[config.mk]
export PLATFORM = sky130hd
export DESIGN_NAME = afifo_rd_drain_flat
export DESIGN_NICKNAME = d
export VERILOG_FILES = /design/src/rtl/afifo_pkg.sv /design/src/rtl/afifo_if.sv /design/src/rtl/afifo_rd_skid.sv /design/src/rtl/afifo_rd_drain.sv /design/src/flat_wrapper.sv
export SDC_FILE = /design/constraint.sdc
export NUM_CORES = 1
export LEC_CHECK = 0
export BUFFER_PORTS_ARGS = -buffer_cell sky130_fd_sc_hd__buf_2
export CELL_PAD_IN_SITES_DETAIL_PLACEMENT = 0
export CELL_PAD_IN_SITES_GLOBAL_PLACEMENT = 1
export CORE_MARGIN = 3
export CORE_UTILIZATION = 42
export CTS_CLUSTER_DIAMETER = 80
export CTS_CLUSTER_SIZE = 16
export DETAILED_ROUTE_END_ITERATION = 12
export PLACE_DENSITY_LB_ADDON = 0.1
export SYNTH_ARGS = -nofsm -noshare
export SYNTH_HDL_FRONTEND = slang
export SYNTH_SLANG_ARGS = --single-unit
[constraint.sdc]
create_clock -name clk_read -period 1.95 [get_ports clk_read]
set_input_delay 0.0975 -clock clk_read [delete_from_list [all_inputs] [get_ports clk_read]]
set_output_delay 0.0975 -clock clk_read [all_outputs]
set_load 0.02 [all_outputs]
[src/rtl/afifo_pkg.sv]
`default_nettype none
// ============================================================================
// Module   : afifo_pkg
// Purpose  : Shared types and constants for the asynchronous FIFO and its
//            read-side drain controller.
// Revision : 1.0  initial release
// ============================================================================
package afifo_pkg;

  // FIFO data word
  localparam int DATA_W = 8;
  typedef logic [DATA_W-1:0] data_ty;

  // Read-side skid buffer depth (covers one cycle of FIFO read latency)
  localparam int RD_BUF_DEPTH = 2;

  // Read drain controller states
  typedef enum logic [1:0] {
    IDLE   = 2'd0,
    ACTIVE = 2'd1,
    DRAIN  = 2'd2
  } rd_state_e;

endpackage
`default_nettype wire

[src/rtl/afifo_if.sv]
`default_nettype none
// ============================================================================
// Module   : afifo_if
// Purpose  : FIFO read port plus downstream valid/ready stream.
//            master = drain controller view, slave = its environment,
//            fifo = the FIFO's own read-port view.
// Revision : 1.0  initial release
// ============================================================================
interface afifo_if;
  import afifo_pkg::*;

  logic   pop;
  logic   empty;
  data_ty data_out;
  logic   m_valid;
  logic   m_ready;
  data_ty m_data;

  modport fifo   (input pop, output empty, output data_out);

  modport master (output pop, input empty, input data_out,
                  output m_valid, input m_ready, output m_data);

  modport slave  (input pop, output empty, output data_out,
                  input m_valid, output m_ready, input m_data);

endinterface
`default_nettype wire

[src/rtl/afifo_rd_skid.sv]
`default_nettype none
// ============================================================================
// Module   : afifo_rd_skid
// Purpose  : Two-entry FIFO-ordered buffer. head is the oldest entry;
//            a write and a dequeue in the same cycle keep occupancy constant.
// Revision : 1.0  initial release
// ============================================================================
module afifo_rd_skid
  import afifo_pkg::*;
#(
  parameter int WIDTH = 8
) (
  input  logic             clk,
  input  logic             rst,
  input  logic             wr_en,
  input  logic [WIDTH-1:0] wr_data,
  input  logic             deq,
  output logic [1:0]       occ,
  output logic [WIDTH-1:0] head
);

  logic [WIDTH-1:0] r_mem [RD_BUF_DEPTH];
  logic             r_wr_ptr;
  logic             r_rd_ptr;
  logic [1:0]       r_occ;

  // Storage: write into the slot at the write pointer
  always_ff @(posedge clk or posedge rst) begin
    if (rst) begin
      for (int i = 0; i < RD_BUF_DEPTH; i++) r_mem[i] <= '0;
    end else if (wr_en) begin
      r_mem[r_wr_ptr] <= wr_data;
    end
  end

  // Pointers and occupancy
  always_ff @(posedge clk or posedge rst) begin
    if (rst) begin
      r_wr_ptr <= 1'b0;
      r_rd_ptr <= 1'b0;
      r_occ    <= 2'd0;
    end else begin
      if (wr_en) r_wr_ptr <= ~r_wr_ptr;
      if (deq)   r_rd_ptr <= ~r_rd_ptr;
      case ({wr_en, deq})
        2'b10:   r_occ <= r_occ + 2'd1;
        2'b01:   r_occ <= r_occ - 2'd1;
        default: r_occ <= r_occ;
      endcase
    end
  end

  assign occ  = r_occ;
  assign head = r_mem[r_rd_ptr];

endmodule
`default_nettype wire

[src/rtl/afifo_rd_drain.sv]
`default_nettype none
// ============================================================================
// Module   : afifo_rd_drain
// Purpose  : Read-domain drain controller. Pops the async FIFO while data is
//            available and buffer room exists, absorbs the one-cycle read
//            latency in a 2-entry skid buffer and presents a valid/ready
//            stream downstream. Counts pops since reset.
// Revision : 1.0  initial release
// ============================================================================
module afifo_rd_drain
  import afifo_pkg::*;
#(
  parameter int WIDTH = 8,
  parameter int CNT_W = 16
) (
  input  logic             clk_read,
  input  logic             rd_rst,
  input  logic             en,
  afifo_if.master          bus,
  output logic             busy,
  output logic [CNT_W-1:0] pop_cnt
);

  rd_state_e        r_state;
  rd_state_e        w_state_nxt;
  logic             r_infl;
  logic [CNT_W-1:0] r_pop_cnt;
  logic [1:0]       w_occ;
  logic [WIDTH-1:0] w_head;
  logic             w_deq;
  logic             w_room;
  logic             w_pop;

  assign w_deq = bus.m_valid & bus.m_ready;

  // Room test (occ + infl - deq) < 2, rearranged to avoid underflow
  assign w_room = ({1'b0, w_occ} + {2'b0, r_infl}) < (3'd2 + {2'b0, w_deq});

  // State register
  always_ff @(posedge clk_read or posedge rd_rst) begin
    if (rd_rst) r_state <= IDLE;
    else        r_state <= w_state_nxt;
  end

  // Next-state logic
  always_comb begin
    w_state_nxt = r_state;
    case (r_state)
      IDLE:    if (en) w_state_nxt = ACTIVE;
      ACTIVE:  if (!en) w_state_nxt = DRAIN;
      DRAIN: begin
        if (en)                          w_state_nxt = ACTIVE;
        else if (!r_infl && w_occ == 2'd0) w_state_nxt = IDLE;
      end
      default: w_state_nxt = IDLE;
    endcase
  end

  // Outputs: pop strobe, stream side, busy
  always_comb begin
    w_pop       = !rd_rst && (r_state == ACTIVE) && !bus.empty && w_room;
    bus.pop     = w_pop;
    bus.m_valid = (w_occ != 2'd0);
    bus.m_data  = w_head;
    busy        = (r_state != IDLE);
  end

  // In-flight flag: read data arrives the cycle after a pop
  always_ff @(posedge clk_read or posedge rd_rst) begin
    if (rd_rst) r_infl <= 1'b0;
    else        r_infl <= w_pop;
  end

  // Pop counter, wraps naturally
  always_ff @(posedge clk_read or posedge rd_rst) begin
    if (rd_rst)     r_pop_cnt <= '0;
    else if (w_pop) r_pop_cnt <= r_pop_cnt + 1'b1;
  end

  assign pop_cnt = r_pop_cnt;

  afifo_rd_skid #(.WIDTH(WIDTH)) u_skid (
    .clk     (clk_read),
    .rst     (rd_rst),
    .wr_en   (r_infl),
    .wr_data (bus.data_out),
    .deq     (w_deq),
    .occ     (w_occ),
    .head    (w_head)
  );

endmodule
`default_nettype wire

[src/flat_wrapper.sv]
// flat-port wrapper written by rule: the top's interface ports become plain ports
module afifo_rd_drain_flat import afifo_pkg::*;
#(
  parameter int WIDTH = 8,
  parameter int CNT_W = 16
)
  (clk_read, rd_rst, en, busy, pop_cnt, bus_pop, bus_empty, bus_data_out, bus_m_valid, bus_m_ready, bus_m_data);
  afifo_if bus_i ();
  input  logic clk_read;
  input  logic rd_rst;
  input  logic en;
  output logic busy;
  output logic [CNT_W-1:0] pop_cnt;
  output wire logic [$bits(bus_i.pop)-1:0] bus_pop;
  input wire logic [$bits(bus_i.empty)-1:0] bus_empty;
  input wire logic [$bits(bus_i.data_out)-1:0] bus_data_out;
  output wire logic [$bits(bus_i.m_valid)-1:0] bus_m_valid;
  input wire logic [$bits(bus_i.m_ready)-1:0] bus_m_ready;
  output wire logic [$bits(bus_i.m_data)-1:0] bus_m_data;
  assign bus_pop = bus_i.pop;
  assign bus_i.empty = bus_empty;
  assign bus_i.data_out = bus_data_out;
  assign bus_m_valid = bus_i.m_valid;
  assign bus_i.m_ready = bus_m_ready;
  assign bus_m_data = bus_i.m_data;
  afifo_rd_drain #(.WIDTH(WIDTH), .CNT_W(CNT_W)) u_core (.clk_read(clk_read), .rd_rst(rd_rst), .en(en), .bus(bus_i), .busy(busy), .pop_cnt(pop_cnt));
endmodule
* Word level (Yosys, flattened, before mapping)
Cells that the tools add are included.
Word-level totals: input bits 13, output and inout port bits 27, register bits after elaboration 39, word-level logic and storage cells 55
Cells by class: $lt $le $gt $ge 4, bitwise gates (word level) 5, add/sub/neg operators 5, reductions and logical operators 14, eq/ne operators 7, mux-type cells 12
Operators by type and width (count):
- 8-bit two-way mux | 4
- 16-bit by 1-bit adder with 16-bit output (second input constant) | 1
- 16-bit bitwise mux | 1
- 8-bit demux with 1-bit select | 1
- 2-bit two-way mux | 4
- 2-bit one-hot mux with 3 select lines | 1
- 2-bit nonzero test | 3
- 1-bit logical AND | 5
- 2-bit by 1-bit equality test with 1-bit output (second input constant) | 2
- 2-bit equality test (second input constant) | 2
- 2-bit >= comparator (second input constant) | 2
- 2-bit logical NOT | 2
- 2-bit != test (second input constant) | 2
- 1-bit NOT with 2-bit output | 2
- 2-bit one-hot mux with 2 select lines | 1
- 2-bit by 1-bit adder with 3-bit output | 1
- 2-bit by 1-bit adder with 3-bit output (first input constant) | 1
- 1-bit logical NOT | 3
- 3-bit less-than comparator | 1
- 3-bit by 2-bit != test with 1-bit output (second input constant) | 1
- 3-bit AND reduction | 1
- 2-bit by 1-bit adder with 2-bit output (second input constant) | 1
- 2-bit by 1-bit less-than comparator with 1-bit output (second input constant) | 1
- 1-bit NOT | 2
- 2 further kinds | 2

* Logic depth before layout (Yosys ltp)
depth in word-level cells 6, gate-level depth with buffers 7, gate-level depth less buffers 6

* By module
A second synthesis with hierarchy kept.
Second synthesis, totals: cells, all modules 137, area, all modules 1826.8 um2
Modules (own cells, without submodules):
- afifo_rd_drain | seq. area each 475.5 um2, times used 1, cells each 80, area an instance 929.6 um2
- afifo_rd_skid | seq. area each 500.5 um2, times used 1, cells each 57, area an instance 897.1 um2

* Worst setup path after synthesis
OpenSTA, ideal clock, no wires.
kind flip-flop to flip-flop, start register u_core.u_skid.r_occ[0], in the netlist u_core.u_skid.occ[0], end register u_core.r_pop_cnt[1], in the netlist u_core.pop_cnt[1], arrival 1.812 ns, path buffers 0, period minus slack after synthesis 1.939 ns, slack 0.011 ns, required time 1.823 ns, cell stages (with the launch flop) 7, setup time 0.127 ns, cells stage by stage dfrtp_1 -> ha_1 -> ha_1 -> nor3_1 -> nand2_1 -> nor2_2 -> mux2_1
Between the ends: cells in the longest elaborated chain, start to end 5, elaborated cells between the ends (all ways) 6, classes of those cells add/sub (2); order compare (1); bitwise (1); reduce/logical (2)
RTL lines:
- start: declaration | RTL line afifo_rd_skid.sv:25 | logic [1:0] r_occ;
- start signal: assignment | RTL line afifo_rd_skid.sv:46 | 2'b10: r_occ <= r_occ + 2'd1;
- start signal: assignment | RTL line afifo_rd_skid.sv:47 | 2'b01: r_occ <= r_occ - 2'd1;
- start signal: assignment | RTL line afifo_rd_skid.sv:48 | default: r_occ <= r_occ;
- 2-bit nonzero test | RTL line afifo_rd_drain.sv:63 | bus.m_valid = (w_occ != 2'd0);
- 1-bit bitwise AND | RTL line afifo_rd_drain.sv:34 | assign w_deq = bus.m_valid & bus.m_ready;
- 2-bit by 1-bit adder with 3-bit output | RTL line afifo_rd_drain.sv:37 | assign w_room = ({1'b0, w_occ} + {2'b0, r_infl}) < (3'd2 + {2'b0, w_deq});
- 3-bit less-than comparator * | RTL line afifo_rd_drain.sv:37
- 1-bit logical AND * | RTL line afifo_rd_drain.sv:61 | w_pop = !rd_rst && (r_state == ACTIVE) && !bus.empty && w_room;
- net bus_pop | RTL line flat_wrapper.sv:14 | output wire logic [$bits(bus_i.pop)-1:0] bus_pop;
- end signal: assignment | RTL line afifo_rd_drain.sv:77 | else if (w_pop) r_pop_cnt <= r_pop_cnt + 1'b1;
- end: declaration | RTL line afifo_rd_drain.sv:27 | logic [CNT_W-1:0] r_pop_cnt;
Mark *: on every way through the listed nets, which the timed path passes. The rest lies on a longest branch. A chain may end at the register's enable or synchronous reset.

* Worst setup path after layout
start register u_core.u_skid.r_occ[0], in the netlist u_core.u_skid.occ[0], end output bus_pop
Between the ends: cells in the longest elaborated chain, start to end 5, elaborated cells between the ends (all ways) 6, classes of those cells add/sub (2); order compare (1); bitwise (1); reduce/logical (2)
RTL lines (RTL line):
- 2-bit nonzero test | afifo_rd_drain.sv:63
- 1-bit bitwise AND | afifo_rd_drain.sv:34
- 2-bit by 1-bit adder with 3-bit output | afifo_rd_drain.sv:37
- 3-bit less-than comparator * | afifo_rd_drain.sv:37
- 1-bit logical AND * | afifo_rd_drain.sv:61
- end: declaration | flat_wrapper.sv:14
Mark *: on every way between the ends. The rest lies on a longest branch, timed or not.

==> impl_summary.log <==
[metrics] count of max-cap constraint violations: 0
[metrics] Clock Root Buffer: clkbuf_8
[metrics] Setup-failing EPs final: 0
[metrics] sum of negative setup slack: 0 ps
[metrics] Area growth, synth to finish: 25.2%
[metrics] Mapped Cells: 138
[metrics] vias in the first global route: 1217
[metrics] Crit path required time: ~1900 ps
[metrics] start-to-end type of the worst setup path: flop to output pin
[metrics] post-synth cell types: 26
[metrics] Port Buffer Count: 39
[metrics] fraction of layout cells with a size suffix above 1: 47.6%
[metrics] critical path capture point type: output pin
[metrics] number of detailed-route iterations in the first pass: 4
[metrics] mean number of vias per cell: 5.12
[metrics] detailed-route wire length per cell: 14.6 µm
[metrics] Hold WC Path Type: input pin to flop
[metrics] clock tree buffer depth: 2
[metrics] number of antenna violations at the first check in global routing: 0
[metrics] maximum fanout encountered on the critical timing path: 3
[metrics] Total GRT Usage: ~14%
[metrics] Avg Inst Size Synth: around 13 µm²
[metrics] areal power density over the cells: 1360 nW/µm²
[metrics] DRC errors left: 0
[metrics] status: finished clean
[metrics] antenna cell count: 0
[metrics] post-layout minimum cycle time: between 1500 and 2000 ps
[metrics] clock-pin transition on the worst setup and hold timing paths: around 70 ps
[metrics] final worst clock skew: 9.51 ps
[metrics] IR Drop Worst-Case VDD: 0.759 mV
[metrics] maximum number of pins on one net before global-route repair: 22
[metrics] Post-synth ARST share: 100%
[metrics] post-detailed-route count of antenna-violating nets: 0
[metrics] register bit count reported by yosys: 39
[metrics] CP Cell Sequence: ha_2 -> ha_2 -> nor3_2 -> nand2_1 -> nor2_2 -> buf_6 -> buf_6
[metrics] transition at the pin with the smallest max-transition slack: 452 ps
[metrics] routed via count: 1233
[metrics] Final Hold Viols: 0
[metrics] die height: around 71 µm
[metrics] total number of yosys warnings: 0
[metrics] Worst Reg-to-Reg Cells: 7
[metrics] Max Fclk: between 500 and 600 MHz
[metrics] number of placement rows: 23
[metrics] final worst path period share: 96.3%
[metrics] clock latency at the later pin of the worst-skew pair: 290 ps
[metrics] total length of routed wires: between 3 and 4 mm
[metrics] dominant register cell in the synthesized netlist: dfrtp_1
[metrics] Worst Setup Slack post-DPL: about 75 ps
[metrics] fill cell instance count of the final layout: ~350
[metrics] post-synthesis net count: 155
[metrics] Max stage delay cell, worst path: dfrtp_1
[metrics] total congestion overflow: 0
[metrics] final hold slack: 57.0 ps
[metrics] Lkg Pwr: 1.07 nW
[metrics] clock sink total: 39
[metrics] Arrival @ worst endpoint: approximately 1800 ps
[metrics] initial core utilization: 44.1%
[metrics] commonest cells after routing, fill and taps aside: 38 x buf_2, 38 x dfrtp_1, 24 x mux2_2
[metrics] CP max stage delay: a little under 400 ps
[metrics] TritonCTS clock tree: done
[metrics] part of the Yosys area used for sequential elements: roughly 55%
[metrics] post-route worst setup slack: just over 70 ps
[metrics] crit start category: flop
[metrics] max_slew headroom: 69.8%
[metrics] H-tree levels: 2
[metrics] horizontal die dimension: 71.3 µm
[metrics] Placeable Area: 4060 µm²
[metrics] post-synthesis instance area: 1790 µm²
[metrics] total design power: 3.05 mW
[metrics] first-pass GRT wire length: 5.67 mm
[metrics] I/O pin count: 40
[metrics] dpl hpwl: 2.56 mm
[metrics] clock buffers created by TritonCTS: 5
[metrics] count of final max-slew check failures: 0
[metrics] Initial DRC Count: 50
[metrics] cell count of the worst hold path: 2
[metrics] number of enable flip-flop cells after synthesis: 0
[metrics] fin nets: around 210
[metrics] Die Outline Area: 5080 µm²
[metrics] gp weighted congestion: 0.788
[state kept, by name, summed over array words and instances (netlist names)]
name and count:
u_core.r_state 2, u_core.u_skid.occ 2, u_core.r_infl 1, u_core.pop_cnt 16, u_core.u_skid.r_wr_ptr 1, u_core.u_skid.r_rd_ptr 1
u_core.u_skid.r_mem 16
[cells in the mapped netlist (3+ instances only)]
library cell,number,share of area [%]
nor2_1,3,0.63
nand4_1,7,2.4
ha_1,4,2.8
xnor2_1,14,6.8
mux2_2,24,15
and3_1,5,1.7
xor2_1,6,2.9
nor4_2,3,2.1
buf_2,3,0.84
nand2_1,6,1.3
nand3_1,4,1.1
dfrtp_1,39,55
inv_1,3,0.63
[cells by family (layout without fill, tap and decap cells)]
| family | count (synthesis) | in the layout | share of synthesized area [%] |
|---|---|---|---|
| simple gates | 39 | 39 | 13.5 |
| compound gates | 4 | 4 | 2.03 |
| mux | 25 | 25 | 15.7 |
| flops | 39 | 39 | 54.5 |
| xor+xnor | 20 | 20 | 9.78 |
| fa+ha+maj | 4 | 4 | 2.80 |
| buf+inv | 7 | 60 | 1.68 |
[worst paths after layout]
| path | start | end | slack (ps) |
|---|---|---|---|
| min in group asynchronous | rd_rst | u_core.u_skid.occ[1] | 430 |
| max in group asynchronous | rd_rst | u_core.r_infl | 1260 |
| max | u_core.u_skid.occ[0] | bus_pop | 70 |
| max reg2reg | u_core.u_skid.occ[0] | u_core.pop_cnt[1] | 110 |
| min reg2reg | u_core.pop_cnt[8] | u_core.pop_cnt[8] | 480 |
| min | bus_data_out[1] | u_core.u_skid.r_mem[9] | 60 |
[layout make-up]
type	instances	area [µm²]	share of cell area, %
Sequential cell	39	977	43.6
Multi-Input combinational cell	92	795	35.5
Timing Repair Buffer	50	293	13.1
Clock buffer	6	72.6	3.24
Tap cell	50	62.6	2.79
Clock inverter	1	30.0	1.34
Inverter	3	11.3	0.503
[metrics by stage]
stage | utilization [%] | cell area [µm²] | instances
after floorplan | - | 1790 | 138
after global placement | 50.9 | 2070 | 228
after detailed placement | 50.9 | 2070 | 228
after CTS | 54.3 | 2200 | 238
after global routing | 55.2 | 2240 | 241
final | 55.2 | 2240 | 241
[layer usage]
metal | vias to the layer above | GRT usage, % | share of wire [%]
met5 | - | 0 | 0
met4 | 0 | 4.59 | 1.2
met3 | 5 | 5.33 | 7.5
met2 | 41 | 24.1 | 49
met1 | 597 | 17.0 | 42
li1 | 590 | - | -
[power breakdown]
part,leakage [nW],switching [mW],internal (mW)
Clock,0.0513,0.262,0.375
Sequential,0.493,0.203,1.06
Combinational,0.530,0.583,0.570
[repair_timing]
item                       4_1_cts  5_1_grt
pin swaps                        1        2
setup buffers                    1        3
gates resized for setup          1        6
hold buffers                     2        0
setup endpoints to repair        1        3
hold endpoints to repair        40        0
[worst max-delay path, delay by kind of cell (launching register included)]
kind / cells / cell delay (ps)
AND/OR/NAND/NOR: 3 / 520
flip-flops: 1 / 390
buffers and inverters: 2 / 230
adder cells (fa/ha/maj): 2 / 350
(Power assumes the default switching activity.)
